[src/rtl/mem_access_sequencer.sv]
// Memory access sequencer: drives the address-mux select and memory port for one
// load/store at a time, waiting out read latency and doing read-modify-write for sub-word stores.
module mem_access_sequencer #(
    parameter int MEM_LAT = 1
) (
    input  logic        clk_i,
    input  logic        reset_i,
    input  logic        req_valid_i,
    output logic        req_ready_o,
    input  logic [2:0]  req_op_i,
    input  logic [2:0]  req_src_i,
    input  logic [31:0] req_wdata_i,
    output logic [2:0]  addr_sel_o,
    input  logic [31:0] mem_addr_i,
    output logic        mem_wr_o,
    output logic [31:0] mem_wdata_o,
    input  logic [31:0] mem_rdata_i,
    output logic        rsp_valid_o,
    output logic [31:0] rsp_data_o,
    output logic        rsp_err_o
);

    localparam logic [2:0] OP_LW = 3'd0;
    localparam logic [2:0] OP_LH = 3'd1;
    localparam logic [2:0] OP_LB = 3'd2;
    localparam logic [2:0] OP_SW = 3'd3;
    localparam logic [2:0] OP_SH = 3'd4;
    localparam logic [2:0] OP_SB = 3'd5;
    localparam logic [2:0] LAST  = 3'(MEM_LAT);

    typedef enum logic [1:0] {IDLE, READ, WRITE, RESP} state_t;

    state_t      state_q, state_d;
    logic [2:0]  cnt_q, cnt_d;
    logic [2:0]  op_q, op_d;
    logic [31:0] wdata_q, wdata_d;
    logic [2:0]  addr_sel_q, addr_sel_d;
    logic        mem_wr_q, mem_wr_d;
    logic [31:0] mem_wdata_q, mem_wdata_d;
    logic        rsp_valid_q, rsp_valid_d;
    logic [31:0] rsp_data_q, rsp_data_d;
    logic        rsp_err_q, rsp_err_d;

    logic [7:0]  rd_byte;
    logic [15:0] rd_half;
    logic [31:0] st_merge;

    // Only the byte offset of the muxed address matters here.
    logic unused_addr;
    assign unused_addr = ^mem_addr_i[31:2];

    always_comb begin
        rd_half  = mem_addr_i[1] ? mem_rdata_i[31:16] : mem_rdata_i[15:0];
        rd_byte  = mem_rdata_i[7:0];
        st_merge = mem_rdata_i;
        case (mem_addr_i[1:0])
            2'd0: rd_byte = mem_rdata_i[7:0];
            2'd1: rd_byte = mem_rdata_i[15:8];
            2'd2: rd_byte = mem_rdata_i[23:16];
            default: rd_byte = mem_rdata_i[31:24];
        endcase
        if (op_q == OP_SH) begin
            if (mem_addr_i[1]) st_merge[31:16] = wdata_q[15:0];
            else               st_merge[15:0]  = wdata_q[15:0];
        end else begin
            case (mem_addr_i[1:0])
                2'd0: st_merge[7:0]   = wdata_q[7:0];
                2'd1: st_merge[15:8]  = wdata_q[7:0];
                2'd2: st_merge[23:16] = wdata_q[7:0];
                default: st_merge[31:24] = wdata_q[7:0];
            endcase
        end
    end

    always_comb begin
        state_d     = state_q;
        cnt_d       = cnt_q;
        op_d        = op_q;
        wdata_d     = wdata_q;
        addr_sel_d  = addr_sel_q;
        mem_wr_d    = 1'b0;
        mem_wdata_d = mem_wdata_q;
        rsp_valid_d = 1'b0;
        rsp_data_d  = rsp_data_q;
        rsp_err_d   = rsp_err_q;
        case (state_q)
            IDLE: begin
                if (req_valid_i) begin
                    op_d    = req_op_i;
                    wdata_d = req_wdata_i;
                    cnt_d   = 3'd0;
                    if (req_op_i > OP_SB || req_src_i > 3'd5) begin
                        state_d     = RESP;
                        rsp_valid_d = 1'b1;
                        rsp_err_d   = 1'b1;
                        rsp_data_d  = 32'h0;
                    end else begin
                        addr_sel_d = req_src_i;
                        if (req_op_i == OP_SW) begin
                            state_d     = WRITE;
                            mem_wr_d    = 1'b1;
                            mem_wdata_d = req_wdata_i;
                        end else begin
                            state_d = READ;
                        end
                    end
                end
            end
            READ: begin
                if (cnt_q == LAST) begin
                    if (op_q == OP_SH || op_q == OP_SB) begin
                        state_d     = WRITE;
                        mem_wr_d    = 1'b1;
                        mem_wdata_d = st_merge;
                    end else begin
                        state_d     = RESP;
                        rsp_valid_d = 1'b1;
                        rsp_err_d   = 1'b0;
                        case (op_q)
                            OP_LH:   rsp_data_d = {16'h0, rd_half};
                            OP_LB:   rsp_data_d = {24'h0, rd_byte};
                            default: rsp_data_d = mem_rdata_i;
                        endcase
                    end
                end else begin
                    cnt_d = cnt_q + 3'd1;
                end
            end
            WRITE: begin
                state_d     = RESP;
                rsp_valid_d = 1'b1;
                rsp_err_d   = 1'b0;
                rsp_data_d  = mem_wdata_q;
            end
            default: begin
                state_d    = IDLE;
                addr_sel_d = 3'd0;
                rsp_err_d  = 1'b0;
            end
        endcase
    end

    always_ff @(posedge clk_i) begin
        if (reset_i) begin
            state_q     <= IDLE;
            cnt_q       <= 3'd0;
            op_q        <= OP_LW;
            wdata_q     <= 32'h0;
            addr_sel_q  <= 3'd0;
            mem_wr_q    <= 1'b0;
            mem_wdata_q <= 32'h0;
            rsp_valid_q <= 1'b0;
            rsp_data_q  <= 32'h0;
            rsp_err_q   <= 1'b0;
        end else begin
            state_q     <= state_d;
            cnt_q       <= cnt_d;
            op_q        <= op_d;
            wdata_q     <= wdata_d;
            addr_sel_q  <= addr_sel_d;
            mem_wr_q    <= mem_wr_d;
            mem_wdata_q <= mem_wdata_d;
            rsp_valid_q <= rsp_valid_d;
            rsp_data_q  <= rsp_data_d;
            rsp_err_q   <= rsp_err_d;
        end
    end

    assign req_ready_o = (state_q == IDLE);
    assign addr_sel_o  = addr_sel_q;
    assign mem_wr_o    = mem_wr_q;
    assign mem_wdata_o = mem_wdata_q;
    assign rsp_valid_o = rsp_valid_q;
    assign rsp_data_o  = rsp_data_q;
    assign rsp_err_o   = rsp_err_q;

endmodule

[config.mk]
export PLATFORM = sky130hd
export DESIGN_NAME = mem_access_sequencer
export DESIGN_NICKNAME = d
export VERILOG_FILES = /design/src/rtl/mem_access_sequencer.sv
export SDC_FILE = /design/constraint.sdc
export NUM_CORES = 1
export LEC_CHECK = 0
export ABC_AREA = 0
export CORE_AREA = 2 2 108 110
export CTS_BUF_LIST = sky130_fd_sc_hd__clkbuf_4
export CTS_CLUSTER_SIZE = 14
export DETAILED_ROUTE_END_ITERATION = 10
export DIE_AREA = 0 0 110 112
export HOLD_SLACK_MARGIN = 0.1
export PLACE_DENSITY = 0.93
export SYNTH_ARGS = -nofsm -noshare
export SYNTH_HDL_FRONTEND = slang
export SYNTH_SLANG_ARGS = --single-unit
[constraint.sdc]
create_clock -name clk_i -period 2.5 [get_ports clk_i]
set_input_delay 0.375 -clock clk_i [delete_from_list [all_inputs] [get_ports clk_i]]
set_output_delay 0.375 -clock clk_i [all_outputs]
set_load 0.05 [all_outputs]
==> reports/results.txt <==
Iter 0 DRT Violations: 727
Pwr Density: 1005 nW/um^2
CTS H-tree lvls: 3
crit-path max FO: 22
WL final: 17.69 mm
VDD IR max: 0.4184 mV
CP endpoint kind: flip-flop
gr ovfl total: 0
Synth Flop Type: dfxtp_1
drt pass-1 iters: 7
status: finished clean
sequential share of the synthesized area: 0.3669
CTS Buf Count: 9
post_cts resized: 1
clk sink count: 94
port bufs: 145
layout filler cell count: 897
vias: 5567
Final WS setup: 0.1846 ns
pin count of the biggest net entering global routing: 38
relative slew slack: 0.5647
Max Cap Viol: 0
Pleak: 2.493 nW
Syn Nets: 722
critical path type: flip-flop to flip-flop
Post-CTS Repair Setup Buffers: 0
final setup violation count: 0
final net count: 861
first-pass GRT wire length: 27.57 mm
Yosys cell types: 55
Hold Path Class: primary input to flip-flop
#FFs+latches synth: 94
Critical Path RT: 2.87 ns
# DRC: 0
Final Max Slew Viols: 0
root buf cell: clkbuf_4
initial antenna violation count: 1
Longest Clk Path Bufs: 2
share of cells above drive strength 1: 0.1021
min Tclk post-route: 2.315 ns
clk_lat worst skew: 0.47 ns
vias in the first global route: 5264
critical path launch point type: flip-flop
DR vias/cell: 6.199
EDFF count, synth: 0
post-synthesis cell count: 610
Core Area: 11170 sq um
Global Route Usage Sum: 0.2851
RSZ-0062 raised after global routing: no
Site Rows: 39
synth warn: 0
mean post-synth cell area: 8.408 sq um
CTS tree: built
final hold vios: 0
CP arrival: 2.68 ns
ys async rst share: 0
Final GP Congestion: 0.9407
period utilization: 0.9262
Die H: 112 microns
cell area after synthesis: 5129 sq um
Worst-path clk slew: 0.15 ns
worst slew pin tran: 0.6515 ns
Initial Util: 0.4590
Routed wire per std cell: 19.69 microns
post-place setup slack: 0.08216 ns
Post-Route Skew: 0.01443 ns
Antenna Violating Nets Remaining: 0
setup tns final: 0 ns
Layout area overhead: 35.89%
die width: 110 microns
die area: 12320 sq um
hpwl dp: 12.85 mm
minimum hold slack: 0.3774 ns
Fmax: 431.9 MHz
io pins: 176
hold_buf cts: 0
cells by family after synthesis:
| group | Yosys count | synth area share |
|---|---|---|
| adder cells (fa/ha/maj) | 7 | 0.01708 |
| buffers and inverters | 65 | 0.05221 |
| XOR/XNOR | 3 | 0.005124 |
| AND/OR/NAND/NOR | 183 | 0.1622 |
| multiplexers | 37 | 0.08612 |
| flip-flops | 94 | 0.3669 |
| AO/OA/AOI/OAI | 221 | 0.3103 |
per-stage QoR:
stage,area (sq um),utilization,power [mW],instances
floorplan,5129,-,4.728,610
global placement,6825,0.6108,6.005,881
detailed placement,6825,0.6108,6.099,881
finish,6969,0.6237,7.006,898
global route,6969,0.6237,7.329,898
CTS,6967,0.6234,6.945,897
final timing paths:
path                                                   from                      endpoint  slack (ns)  depth (start not counted)
worst min-delay path                                reset_i    addr_sel_o[2]$_SDFFE_PP0P_        0.38                          2
worst max-delay path                state_q[0]$_SDFFE_PP0P_  mem_wdata_o[31]$_SDFFE_PP0P_        0.18                          9
worst max register to register      state_q[0]$_SDFFE_PP0P_  mem_wdata_o[31]$_SDFFE_PP0P_        0.18                          9
worst min register to register  mem_wdata_o[0]$_SDFFE_PP0P_   mem_wdata_o[0]$_SDFFE_PP0P_        0.49                          2
Yosys cell counts (all sizes together), types with 12 or more instances:
cell type / count / area (sq um)
dfxtp: 94 / 1882
nor2: 76 / 285.3
a21oi: 64 / 342.8
nand2: 64 / 240.2
clkbuf: 36 / 135.1
a2bb2oi: 29 / 254.0
a22oi: 26 / 195.2
mux2i: 25 / 250.2
a211o: 22 / 192.7
a211oi: 20 / 155.1
buf: 16 / 83.83
nand2b: 15 / 101.3
o22ai: 15 / 93.84
inv: 12 / 45.04
metal layers:
metal	track usage	wire (microns)	up-vias
li1	-	-	2542
met1	0.3847	7061	2589
met2	0.4569	8162	382
met3	0.04040	1896	54
met4	0.1105	565	0
met5	0	0	-
worst max-delay path: stages (launching register included):
cell and delay, ns:
dfxtp_1 0.42, inv_1 0.09, ha_1 0.32, and3_1 0.20, a221oi_1 0.32, buf_4 0.18, o211a_1 0.18, buf_12 0.17
nor2_1 0.05, a211oi_1 0.27
layout by cell type (no fill, tap or decap), drive strengths merged, types with 3 or more instances in the layout:
cell           count
a31o               3
clkbuf            10
a222oi             8
dfxtp             94
nor2b              3
mux2i             25
and3b              3
a221oi             3
clkdlybuf4s50    143
nand2             64
mux4               5
nor2              76
inv               15
a22oi             26
o221ai             5
nand3b             6
mux2               7
ha                 7
a211o             22
o21ai              8
a21oi             64
a2bb2oi           29
o22ai             15
nor3               3
a211oi            20
o31ai              4
nand2b            15
buf               36
a31oi              4
power by group:
part / leakage (nW) / internal, mW / switching, mW
logic: 1.65 / 1.49 / 2.49
registers: 0.765 / 1.83 / 0.324
clock network: 0.0755 / 0.324 / 0.551
total: 2.49 / 3.64 / 3.37
cell type report:
class,count,area (sq um),area share
Clock buffer,10,75.07,0.01077
Timing Repair Buffer,180,1733,0.2487
Inverter,13,48.80,0.007002
Antenna cell,1,2.502,0.0003591
Clock inverter,6,67.56,0.009695
Tap cell,143,178.9,0.02567
Sequential cell,94,1882,0.2700
Multi-Input combinational cell,451,2982,0.4278
state kept, by name, summed over array words and instances (netlist names):
signal,count
mem_wdata_o,32
state_q,2
addr_sel_o,3
wdata_q,16
mem_wr_o,1
rsp_valid_o,1
op_q,3
rsp_data_o,32
rsp_err_o,1
cnt_q,3
Power figures use the tool's default switching activity.
